===== src/rtl/integral_image_gen_pkg.sv =====
// Shared defaults, address-width helper and FSM encoding for the integral image generator.
package integral_image_gen_pkg;

  localparam int DEF_IMG_W = 160;
  localparam int DEF_IMG_H = 120;
  localparam int DEF_PIX_W = 4;
  localparam int DEF_SUM_W = 20;
  localparam int DEF_SQ_W  = 24;

  typedef enum logic [1:0] {
    ST_IDLE   = 2'd0,
    ST_ACTIVE = 2'd1,
    ST_DONE   = 2'd2
  } state_t;

  // Ceiling log2 with a floor of one bit so single-entry ranges still get a port.
  function automatic int addrWidth(input int depth);
    int w;
    w = 1;
    while ((1 << w) < depth) w++;
    return w;
  endfunction

endpackage


===== src/rtl/integral_image_gen_line_buffer.sv =====
// One-row line buffer: synchronous write, asynchronous read, so reading the column being
// written in the same cycle still yields the previous row's value.
module ii_line_buffer
  import integral_image_gen_pkg::*;
#(
  parameter int DEPTH = DEF_IMG_W,
  parameter int WIDTH = DEF_SUM_W
)(
  input  logic                          clk_i,
  input  logic                          we_i,
  input  logic [addrWidth(DEPTH)-1:0]   waddr_i,
  input  logic [WIDTH-1:0]              wdata_i,
  input  logic [addrWidth(DEPTH)-1:0]   raddr_i,
  output logic [WIDTH-1:0]              rdata_o
);

  logic [WIDTH-1:0] mem_q [DEPTH];

  always_ff @(posedge clk_i) begin
    if (we_i) mem_q[waddr_i] <= wdata_i;
  end

  assign rdata_o = mem_q[raddr_i];

endmodule


===== src/rtl/integral_image_gen.sv =====
// Streaming integral-image generator: one write per accepted pixel, one cycle later,
// with an optional squared-integral channel sharing the same line buffer.
module integral_image_gen
  import integral_image_gen_pkg::*;
#(
  parameter int IMG_W = DEF_IMG_W,
  parameter int IMG_H = DEF_IMG_H,
  parameter int PIX_W = DEF_PIX_W,
  parameter int SUM_W = DEF_SUM_W,
  parameter int SQ_EN = 0,
  parameter int SQ_W  = DEF_SQ_W
)(
  input  logic                                 pclk,
  input  logic                                 rst,
  input  logic                                 frame_start,
  input  logic                                 pix_valid,
  input  logic [PIX_W-1:0]                     pix_data,
  output logic                                 ii_we,
  output logic [addrWidth(IMG_W*IMG_H)-1:0]    ii_addr,
  output logic [SUM_W-1:0]                     ii_data,
  output logic [SQ_W-1:0]                      sq_data,
  output logic                                 frame_done,
  output logic                                 overrun
);

  localparam int ADDR_W = addrWidth(IMG_W*IMG_H);
  localparam int COL_W  = addrWidth(IMG_W);
  localparam int ROW_W  = addrWidth(IMG_H);
  localparam int LB_W   = (SQ_EN != 0) ? SUM_W + SQ_W : SUM_W;
  localparam logic [COL_W-1:0] LAST_COL = COL_W'(IMG_W - 1);
  localparam logic [ROW_W-1:0] LAST_ROW = ROW_W'(IMG_H - 1);

  state_t              state_q;
  logic                armed_q;
  logic [COL_W-1:0]    col_q;
  logic [ROW_W-1:0]    row_q;
  logic [ADDR_W-1:0]   addr_q;
  logic [SUM_W-1:0]    rowSum_q;
  logic [SQ_W-1:0]     sqRowSum_q;
  logic                ii_we_q;
  logic [ADDR_W-1:0]   ii_addr_q;
  logic [SUM_W-1:0]    ii_data_q;
  logic [SQ_W-1:0]     sq_data_q;
  logic                frame_done_q;
  logic                overrun_q;

  logic                accept;
  logic                lastCol;
  logic                lastPix;
  logic [2*PIX_W-1:0]  pixSq;
  logic [SUM_W-1:0]    rowSum_d;
  logic [SQ_W-1:0]     sqRowSum_d;
  logic [SUM_W-1:0]    iiAbove;
  logic [SQ_W-1:0]     sqAbove;
  logic [SUM_W-1:0]    iiSum_d;
  logic [SQ_W-1:0]     sqSum_d;
  logic [LB_W-1:0]     lbWdata;
  logic [LB_W-1:0]     lbRdata;

  // After reset, armed_q stays low until frame_start is seen so a frame never starts mid-stream.
  assign accept  = pix_valid && !frame_start &&
                   ((state_q == ST_ACTIVE) || ((state_q == ST_IDLE) && armed_q));
  assign lastCol = (col_q == LAST_COL);
  assign lastPix = lastCol && (row_q == LAST_ROW);

  assign pixSq      = (2*PIX_W)'(pix_data) * (2*PIX_W)'(pix_data);
  assign rowSum_d   = rowSum_q + SUM_W'(pix_data);
  assign sqRowSum_d = sqRowSum_q + SQ_W'(pixSq);
  assign iiAbove    = (row_q == '0) ? '0 : lbRdata[SUM_W-1:0];
  assign iiSum_d    = rowSum_d + iiAbove;
  assign sqSum_d    = sqRowSum_d + sqAbove;

  generate
    if (SQ_EN != 0) begin : g_sq
      assign lbWdata = {sqSum_d, iiSum_d};
      assign sqAbove = (row_q == '0) ? '0 : lbRdata[LB_W-1:SUM_W];
    end else begin : g_nosq
      assign lbWdata = iiSum_d;
      assign sqAbove = '0;
    end
  endgenerate

  ii_line_buffer #(
    .DEPTH (IMG_W),
    .WIDTH (LB_W)
  ) u_line_buffer (
    .clk_i   (pclk),
    .we_i    (accept),
    .waddr_i (col_q),
    .wdata_i (lbWdata),
    .raddr_i (col_q),
    .rdata_o (lbRdata)
  );

  always_ff @(posedge pclk or posedge rst) begin
    if (rst) begin
      state_q      <= ST_IDLE;
      armed_q      <= 1'b0;
      col_q        <= '0;
      row_q        <= '0;
      addr_q       <= '0;
      rowSum_q     <= '0;
      sqRowSum_q   <= '0;
      ii_we_q      <= 1'b0;
      ii_addr_q    <= '0;
      ii_data_q    <= '0;
      sq_data_q    <= '0;
      frame_done_q <= 1'b0;
      overrun_q    <= 1'b0;
    end else begin
      ii_we_q      <= 1'b0;
      frame_done_q <= 1'b0;
      if (frame_start) begin
        state_q    <= ST_IDLE;
        armed_q    <= 1'b1;
        col_q      <= '0;
        row_q      <= '0;
        addr_q     <= '0;
        rowSum_q   <= '0;
        sqRowSum_q <= '0;
        overrun_q  <= 1'b0;
      end else begin
        if ((state_q == ST_IDLE) && armed_q) state_q <= ST_ACTIVE;
        if ((state_q == ST_DONE) && pix_valid) overrun_q <= 1'b1;
        if (accept) begin
          ii_we_q   <= 1'b1;
          ii_addr_q <= addr_q;
          ii_data_q <= iiSum_d;
          sq_data_q <= (SQ_EN != 0) ? sqSum_d : '0;
          addr_q    <= addr_q + 1'b1;
          if (lastCol) begin
            col_q      <= '0;
            row_q      <= row_q + 1'b1;
            rowSum_q   <= '0;
            sqRowSum_q <= '0;
          end else begin
            col_q      <= col_q + 1'b1;
            rowSum_q   <= rowSum_d;
            sqRowSum_q <= sqRowSum_d;
          end
          if (lastPix) begin
            state_q      <= ST_DONE;
            frame_done_q <= 1'b1;
          end
        end
      end
    end
  end

  assign ii_we      = ii_we_q;
  assign ii_addr    = ii_addr_q;
  assign ii_data    = ii_data_q;
  assign sq_data    = sq_data_q;
  assign frame_done = frame_done_q;
  assign overrun    = overrun_q;

endmodule


===== config.mk =====
export PLATFORM = sky130hd
export DESIGN_NAME = integral_image_gen
export DESIGN_NICKNAME = d
export VERILOG_FILES = /design/src/rtl/integral_image_gen_pkg.sv /design/src/rtl/integral_image_gen_line_buffer.sv /design/src/rtl/integral_image_gen.sv
export SDC_FILE = /design/constraint.sdc
export NUM_CORES = 2
export LEC_CHECK = 0
export CAP_MARGIN = 20
export CORE_UTILIZATION = 63
export DETAILED_ROUTE_END_ITERATION = 8
export PLACE_DENSITY_LB_ADDON = 0.15
export SLEW_MARGIN = 20
export SYNTH_ARGS = -nofsm -noshare
export SYNTH_HDL_FRONTEND = slang
export SYNTH_HIERARCHICAL = 1
export SYNTH_SLANG_ARGS = --single-unit

===== constraint.sdc =====
create_clock -name pclk -period 10.82 [get_ports pclk]
set_input_delay 2.164 -clock pclk [delete_from_list [all_inputs] [get_ports pclk]]
set_output_delay 2.164 -clock pclk [all_outputs]
set_load 0.01 [all_outputs]

== After elaboration in Yosys (flattened, before gate mapping) ==
Memory sizes are Yosys's and may differ from the RTL's.
Index checks and enable logic that the tools add are counted.
Widths: inputs -> output; s select.

* Register bits: 91
* RAM bits: 3200
* Memories: 1
* Latch bits: 0
* Word-level logic and storage cells: 60
* Memory bits (read-only): 0

* Mux-type cells: 24
* Equality and inequality tests: 4
* Shifts and indexed selects: 0
* Bitwise logic cells: 1
* Order comparisons: 0
* Reduce and logical (&&, ||, !) cells: 14
* Div/mod/pow operators: 0
* Add/subtract/negate cells: 5
* Multiply operators: 0

{| class="wikitable"
|+ Memory list
! name !! depth !! width !! rd ports !! clocked after memory_dff !! write ports !! RTL line !! text
|-
| u_line_buffer.mem_q || 160 || 20 || 1 || 0 || 1 || integral_image_gen_line_buffer.sv:17 || <nowiki>logic [WIDTH-1:0] mem_q [DEPTH];</nowiki>
|}

{| class="wikitable"
|+ Operator list
! kind !! count
|-
| $mux 20 || 4
|-
| $mux 15 || 2
|-
| $mux 8 || 3
|-
| $mux 7 || 3
|-
| $add 20x20->20 || 1
|-
| $add 20x4->20 || 1
|-
| $add 15x1->15 const B || 1
|-
| $add 8x1->8 const B || 1
|-
| $eq 8x8->1 const B || 1
|-
| $mux 1 || 8
|-
| $mux 2 || 4
|-
| $add 7x1->7 const B || 1
|-
| $eq 7x7->1 const B || 1
|-
| $logic_not 7->1 || 1
|-
| $reduce_bool 2->1 || 3
|-
| $logic_and 1x1->1 || 5
|-
| $reduce_and 2->1 || 2
|-
| $eq 2x1->1 const B || 1
|-
| $eq 2x2->1 const B || 1
|-
| $logic_not 2->1 || 1
|-
| $logic_not 1->1 || 1
|-
| $logic_or 1x1->1 || 1
|-
| $not 1->1 || 1
|}

== Longest topological paths before layout ==
* Depth after elaboration: 6
* Mapped depth: 24

== By module ==
Netlist, hierarchy kept.

{| class="wikitable"
|+ Modules (own cells, without submodules)
! module !! seq. area each (µm²) !! times used !! cells an instance !! area each (µm²)
|-
| ii_line_buffer || 96092.2 || 1 || 5373 || 122967.9
|-
| integral_image_gen || 2277.2 || 1 || 597 || 5424.0
|}

== Least setup slack after synthesis ==
No wires, ideal clock.

* Kind: input to register
* From: input port pix_data[0]
* To: memory u_line_buffer/mem_q[0][18] (netlist bit) (data pin)
* Arrival: 9.235 ns
* Slack: 0.473 ns
* Stages on the path: 14
* Path through: ha_1 -> fa_1 -> a21o_1 -> a21oi_1 -> nor3_1 -> and3_1 -> and3_1 -> xor2_1 -> ha_1 -> nand2_1 -> nor2_1 -> o21a_1 -> a21oi_1 -> xnor2_1

* Cells in the longest elaborated chain, start to end: 2

{| class="wikitable"
|+ Ends and longest elaborated chain
! item !! RTL line !! text
|-
| start, declared || integral_image_gen.sv:17 || <nowiki>input logic [PIX_W-1:0] pix_data,</nowiki>
|-
| $add 20x4->20 || integral_image_gen.sv:67 || <nowiki>assign rowSum_d = rowSum_q + SUM_W'(pix_data);</nowiki>
|-
| $add 20x20->20 || integral_image_gen.sv:70 || <nowiki>assign iiSum_d = rowSum_d + iiAbove;</nowiki>
|-
| named net iiSum_d[18] || integral_image_gen.sv:55 || <nowiki>logic [SUM_W-1:0] iiSum_d;</nowiki>
|-
| end, declared || integral_image_gen_line_buffer.sv:17 ||
|}

The timed path passes the listed nets, and every way through them passes these cells.

== Final worst setup path ==
* From: register col_q[1]
* To: memory u_line_buffer/mem_q[11][19] (netlist bit) (data pin)

* Cells in the longest elaborated chain, start to end: 3

{| class="wikitable"
|+ Ends and longest elaborated chain
! item !! RTL line !! text
|-
| start, declared || integral_image_gen.sv:35 || <nowiki>logic [COL_W-1:0] col_q;</nowiki>
|-
| start signal, assigned || integral_image_gen.sv:137 || <nowiki>col_q <= col_q + 1'b1;</nowiki>
|-
| $mem_v2 160x20 || n/a ||
|-
| named net lbRdata[8] || integral_image_gen.sv:58 || <nowiki>logic [LB_W-1:0] lbRdata;</nowiki>
|-
| $mux 20 || integral_image_gen.sv:69 || <nowiki>assign iiAbove = (row_q == '0) ? '0 : lbRdata[SUM_W-1:0];</nowiki>
|-
| $add 20x20->20 || integral_image_gen.sv:70 ||
|-
| named net iiSum_d[19] || integral_image_gen.sv:55 ||
|}

The timed path passes the listed nets, and every way through them passes these cells.

==> qor.log <==
[yosys] number of register bits inferred by synthesis 3291
[yosys] combinational family with the most area after synthesis multiplexers
[routing] final antenna-violating net count 0
[setup_path] arrival time of the worst setup path 9.11 ns
[layout] Final #Nets 6293
[yosys] sequential share of the synthesized area 76.6%
[cts] clk_lat worst skew 0.98 ns
[timing] total negative slack 0 ns
[setup_path] CP Capture Type register
[timing] share of the cycle needed by the critical path after routing 78.3%
[pwr] cell area power density 183 nW/um2
[cts] maximum buffer depth of the clock tree 4
[cts] clock sink count 3291
[place] worst setup slack before clock tree synthesis 2.76 ns
[cts] clock-pin transition on the worst setup and hold timing paths 0.06 ns
[cts] setup repair bufs after CTS 0
[routing] DR vias 65100
[cts] TritonCTS clock tree built
[setup_path] reg-to-reg critical path startpoint col_q[1]
[timing] Worst Setup Slack, final 2.35 ns
[routing] per-cell routed wire length 36.3 um
[yosys] share of async-settable or async-resettable flops after synthesis 2.77%
[die] core box area 202000 um2
[setup_path] crit path from col_q[1]
[yosys] multiplexer share of the synthesized area 16.2%
[min_path] HP Start ii_data[13]
[setup_path] worst-path cell chain buf_12, buf_4, buf_4, mux4_2, o22ai_1, o21ai_0, o211ai_1, a311o_1, a32oi_1, and2_1, ha_1, a21o_1, a21o_1, a21oi_1, o21ai_0, a32oi_1, nand2_1, a22o_1, nor2_4, buf_4
[die] Die W 453 um
[layout] number of inserted filler cells in the final layout 11600
[global_routing] maximum number of pins on one net before global-route repair 153
[cts] cts repair resizes 0
[yosys] Post-Synth Adder-Cell Area 0.292%
[setup_path] master of the slowest instance on the critical path sky130_fd_sc_hd__dfrtp_4
[setup_path] critical path fanouts, max 86
[place] number of port buffers 45
[die] overall die area 206000 um2
[timing] skew final 0.0598 ns
[yosys] fraction of the mapped netlist area in simple logic gates 2.36%
[yosys] total number of yosys warnings 6
[yosys] Gate Count Post-Synth 5970
[pwr] worst vdd rail ir drop 0.183 mV
[cts] H-tree levels 5
[global_routing] global-route wire length before repair 470000 um
[die] Die Ht 453 um
[yosys] count of flip-flops with a built-in enable after synthesis 3200
[die] initial core utilization 63.5%
[outcome] status finished, final reports clean
[routing] routed wire length 333000 um
[routing] DRT Pass-1 Iters 6
[cts] number of buffers added to fix hold violations after cts 0
[layout] area grow syn2layout 12.2%
[cts] number of buffers created by CTS 338
[pwr] Static Leakage 42.3 nW
[yosys] synthesized area 128000 um2
[timing] Final Hold Fails 0
[routing] post-detailed-route DRC marker count 0
[setup_path] Worst path most repeated cell sky130_fd_sc_hd__buf_4
[timing] peak clock frequency supported by timing 118 MHz
[yosys] Netlist cell types 78
[setup_path] critical path startpoint category register
[setup_path] Largest stage delay, worst path 0.95 ns
[flow_run] count of max-cap constraint violations 0
[place] final weighted congestion in routability-driven placement 0.915
[timing] setup violation total in the final timing report 0
[global_routing] vias in the first global route 63700
[min_path] type of the worst min-delay path reg2reg
[global_routing] All-Layer GR Usage 32.8%
[timing] post-layout min period 8.47 ns
[timing] slew at the pin closest to its max-slew limit 1.31 ns
[global_routing] antenna violations before repair 19
[timing] relative slew slack 12.2%
[yosys] Post-Synth XOR/XNOR Area 0.365%
[layout] share of layout cells above drive strength 1 26.6%
[die] site row count 165
[setup_path] CP required 11.46 ns
[yosys] Mean Syn Cell Area 21.5 um2
[routing] average vias per placed instance 7.10
[pwr] total power consumption of the routed design 26.3 mW
[yosys] most used flip-flop cell after synthesis sky130_fd_sc_hd__edfxtp_1
[yosys] complex-gate fraction of the synthesized area 2.60%
[die] I/O Pins 70
[timing] setup repair after global routing missed its margin false
[cts] CTS Root Buffer Type sky130_fd_sc_hd__clkbuf_16
[global_routing] remaining global-route overflow 0
[place] DP Wirelength 186000 um
[setup_path] category of the most critical setup path reg2reg
[timing] max-slew violations 0
[routing] starting DRC count in detailed routing 9624
final cells by class:
class	count	area, um2	area share [%]
diodes	3	7.51	0.00521
repair buffers	272	2460	1.71
multi-input cells	2330	29200	20.3
inverters	24	106	0.0738
clock buffers	411	8920	6.19
clock inverters	175	1600	1.11
well taps	2672	3340	2.32
flip-flops and latches	3291	98400	68.3
cells in the final DEF, fill, tap and decap left out, drive strengths merged, types with 28 or more instances in the layout:
cell type / instances
a21oi: 80
nor2b: 28
o221ai: 38
clkdlybuf4s50: 45
nand3: 59
nor2: 228
o22ai: 75
clkinv: 137
buf: 227
dfrtp: 91
mux2: 28
o21ai: 57
mux4: 808
clkbuf: 411
bufinv: 29
a22oi: 56
edfxtp: 3200
mux2i: 228
nand2: 240
and2: 31
report_power, final:
| group | internal, mW | switching (mW) | leakage (nW) | total [mW] |
|---|---|---|---|---|
| combinational | 0.364 | 0.694 | 9.13 | 1.06 |
| sequential | 14.0 | 0.0237 | 28.0 | 14.0 |
| clock | 6.53 | 4.70 | 5.14 | 11.2 |
| total | 20.9 | 5.42 | 42.3 | 26.3 |
state kept, by name, indices dropped and copies added (netlist names):
name and cells:
ii_addr 15, armed_q 1, state_q 2, u_line_buffer/mem_q 3200, frame_done 1, ii_we 1
addr_q 15, rowSum_q 20, col_q 8, ii_data 20, overrun 1, row_q 7
path summary, 6_finish.rpt:
kind	endpoint	slack, ns	cells after the start
max in group asynchronous	col_q[0]	8.01	3
worst max register to register	u_line_buffer/mem_q[11][19]	2.35	20
worst max-delay path	u_line_buffer/mem_q[11][19]	2.35	20
worst min register to register	ii_data[13]	0.48	2
min in group asynchronous	ii_data[12]	1.51	2
worst min-delay path	ii_data[13]	0.48	2
per-stage QoR:
stage / hold slack, ns / instance area, um2 / utilization (%) / std cells
after global routing: 0.502 / 144000 / 71.2 / 9176
after floorplan: 0.451 / 128000 / - / 5993
after CTS: 0.480 / 144000 / 71.1 / 9169
final: 0.477 / 144000 / 71.2 / 9178
after detailed placement: 0.462 / 133000 / 65.9 / 8583
after global placement: 0.457 / 133000 / 65.9 / 8581
kinds of logic after synthesis:
logic type / Yosys count
fa+ha+maj: 29
compound gates: 476
mux: 1064
buf+inv: 372
xor+xnor: 51
flops: 3291
simple gates: 686
other cells: 1
Yosys cell counts, types with 28 or more instances:
cell | n | area share [%]
sky130_fd_sc_hd__mux4_2 | 808 | 14
sky130_fd_sc_hd__nor2b_1 | 28 | 0.14
sky130_fd_sc_hd__a22oi_1 | 56 | 0.33
sky130_fd_sc_hd__o21ai_0 | 57 | 0.22
sky130_fd_sc_hd__buf_6 | 33 | 0.29
sky130_fd_sc_hd__and2_1 | 28 | 0.14
sky130_fd_sc_hd__edfxtp_1 | 3200 | 75
sky130_fd_sc_hd__buf_4 | 70 | 0.41
sky130_fd_sc_hd__nand3_1 | 58 | 0.23
sky130_fd_sc_hd__mux2i_1 | 228 | 1.8
sky130_fd_sc_hd__clkbuf_1 | 144 | 0.42
sky130_fd_sc_hd__buf_2 | 77 | 0.30
sky130_fd_sc_hd__nor2_1 | 228 | 0.67
sky130_fd_sc_hd__dfrtp_1 | 91 | 1.8
sky130_fd_sc_hd__o221ai_1 | 38 | 0.26
sky130_fd_sc_hd__a21oi_1 | 80 | 0.31
sky130_fd_sc_hd__o22ai_1 | 75 | 0.37
sky130_fd_sc_hd__nand2_1 | 240 | 0.70
metal layers:
| metal | vias up | part of all wire (%) | global-route usage [%] |
|---|---|---|---|
| met4 | 6 | 3.9 | 12.1 |
| met1 | 34300 | 37 | 48.6 |
| li1 | 25500 | - | - |
| met3 | 694 | 13 | 7.74 |
| met5 | - | 0.014 | 0 |
| met2 | 4680 | 46 | 48.6 |
critical path, delay by kind of cell, from the launching register on:
kind	cells	cell delay, ns
compound gates	11	3.01
fa+ha+maj	1	0.36
flops	1	0.95
buf+inv	4	2.12
simple gates	3	1.01
mux	1	0.29
Note: power is estimated with default switching activity, not from simulation.
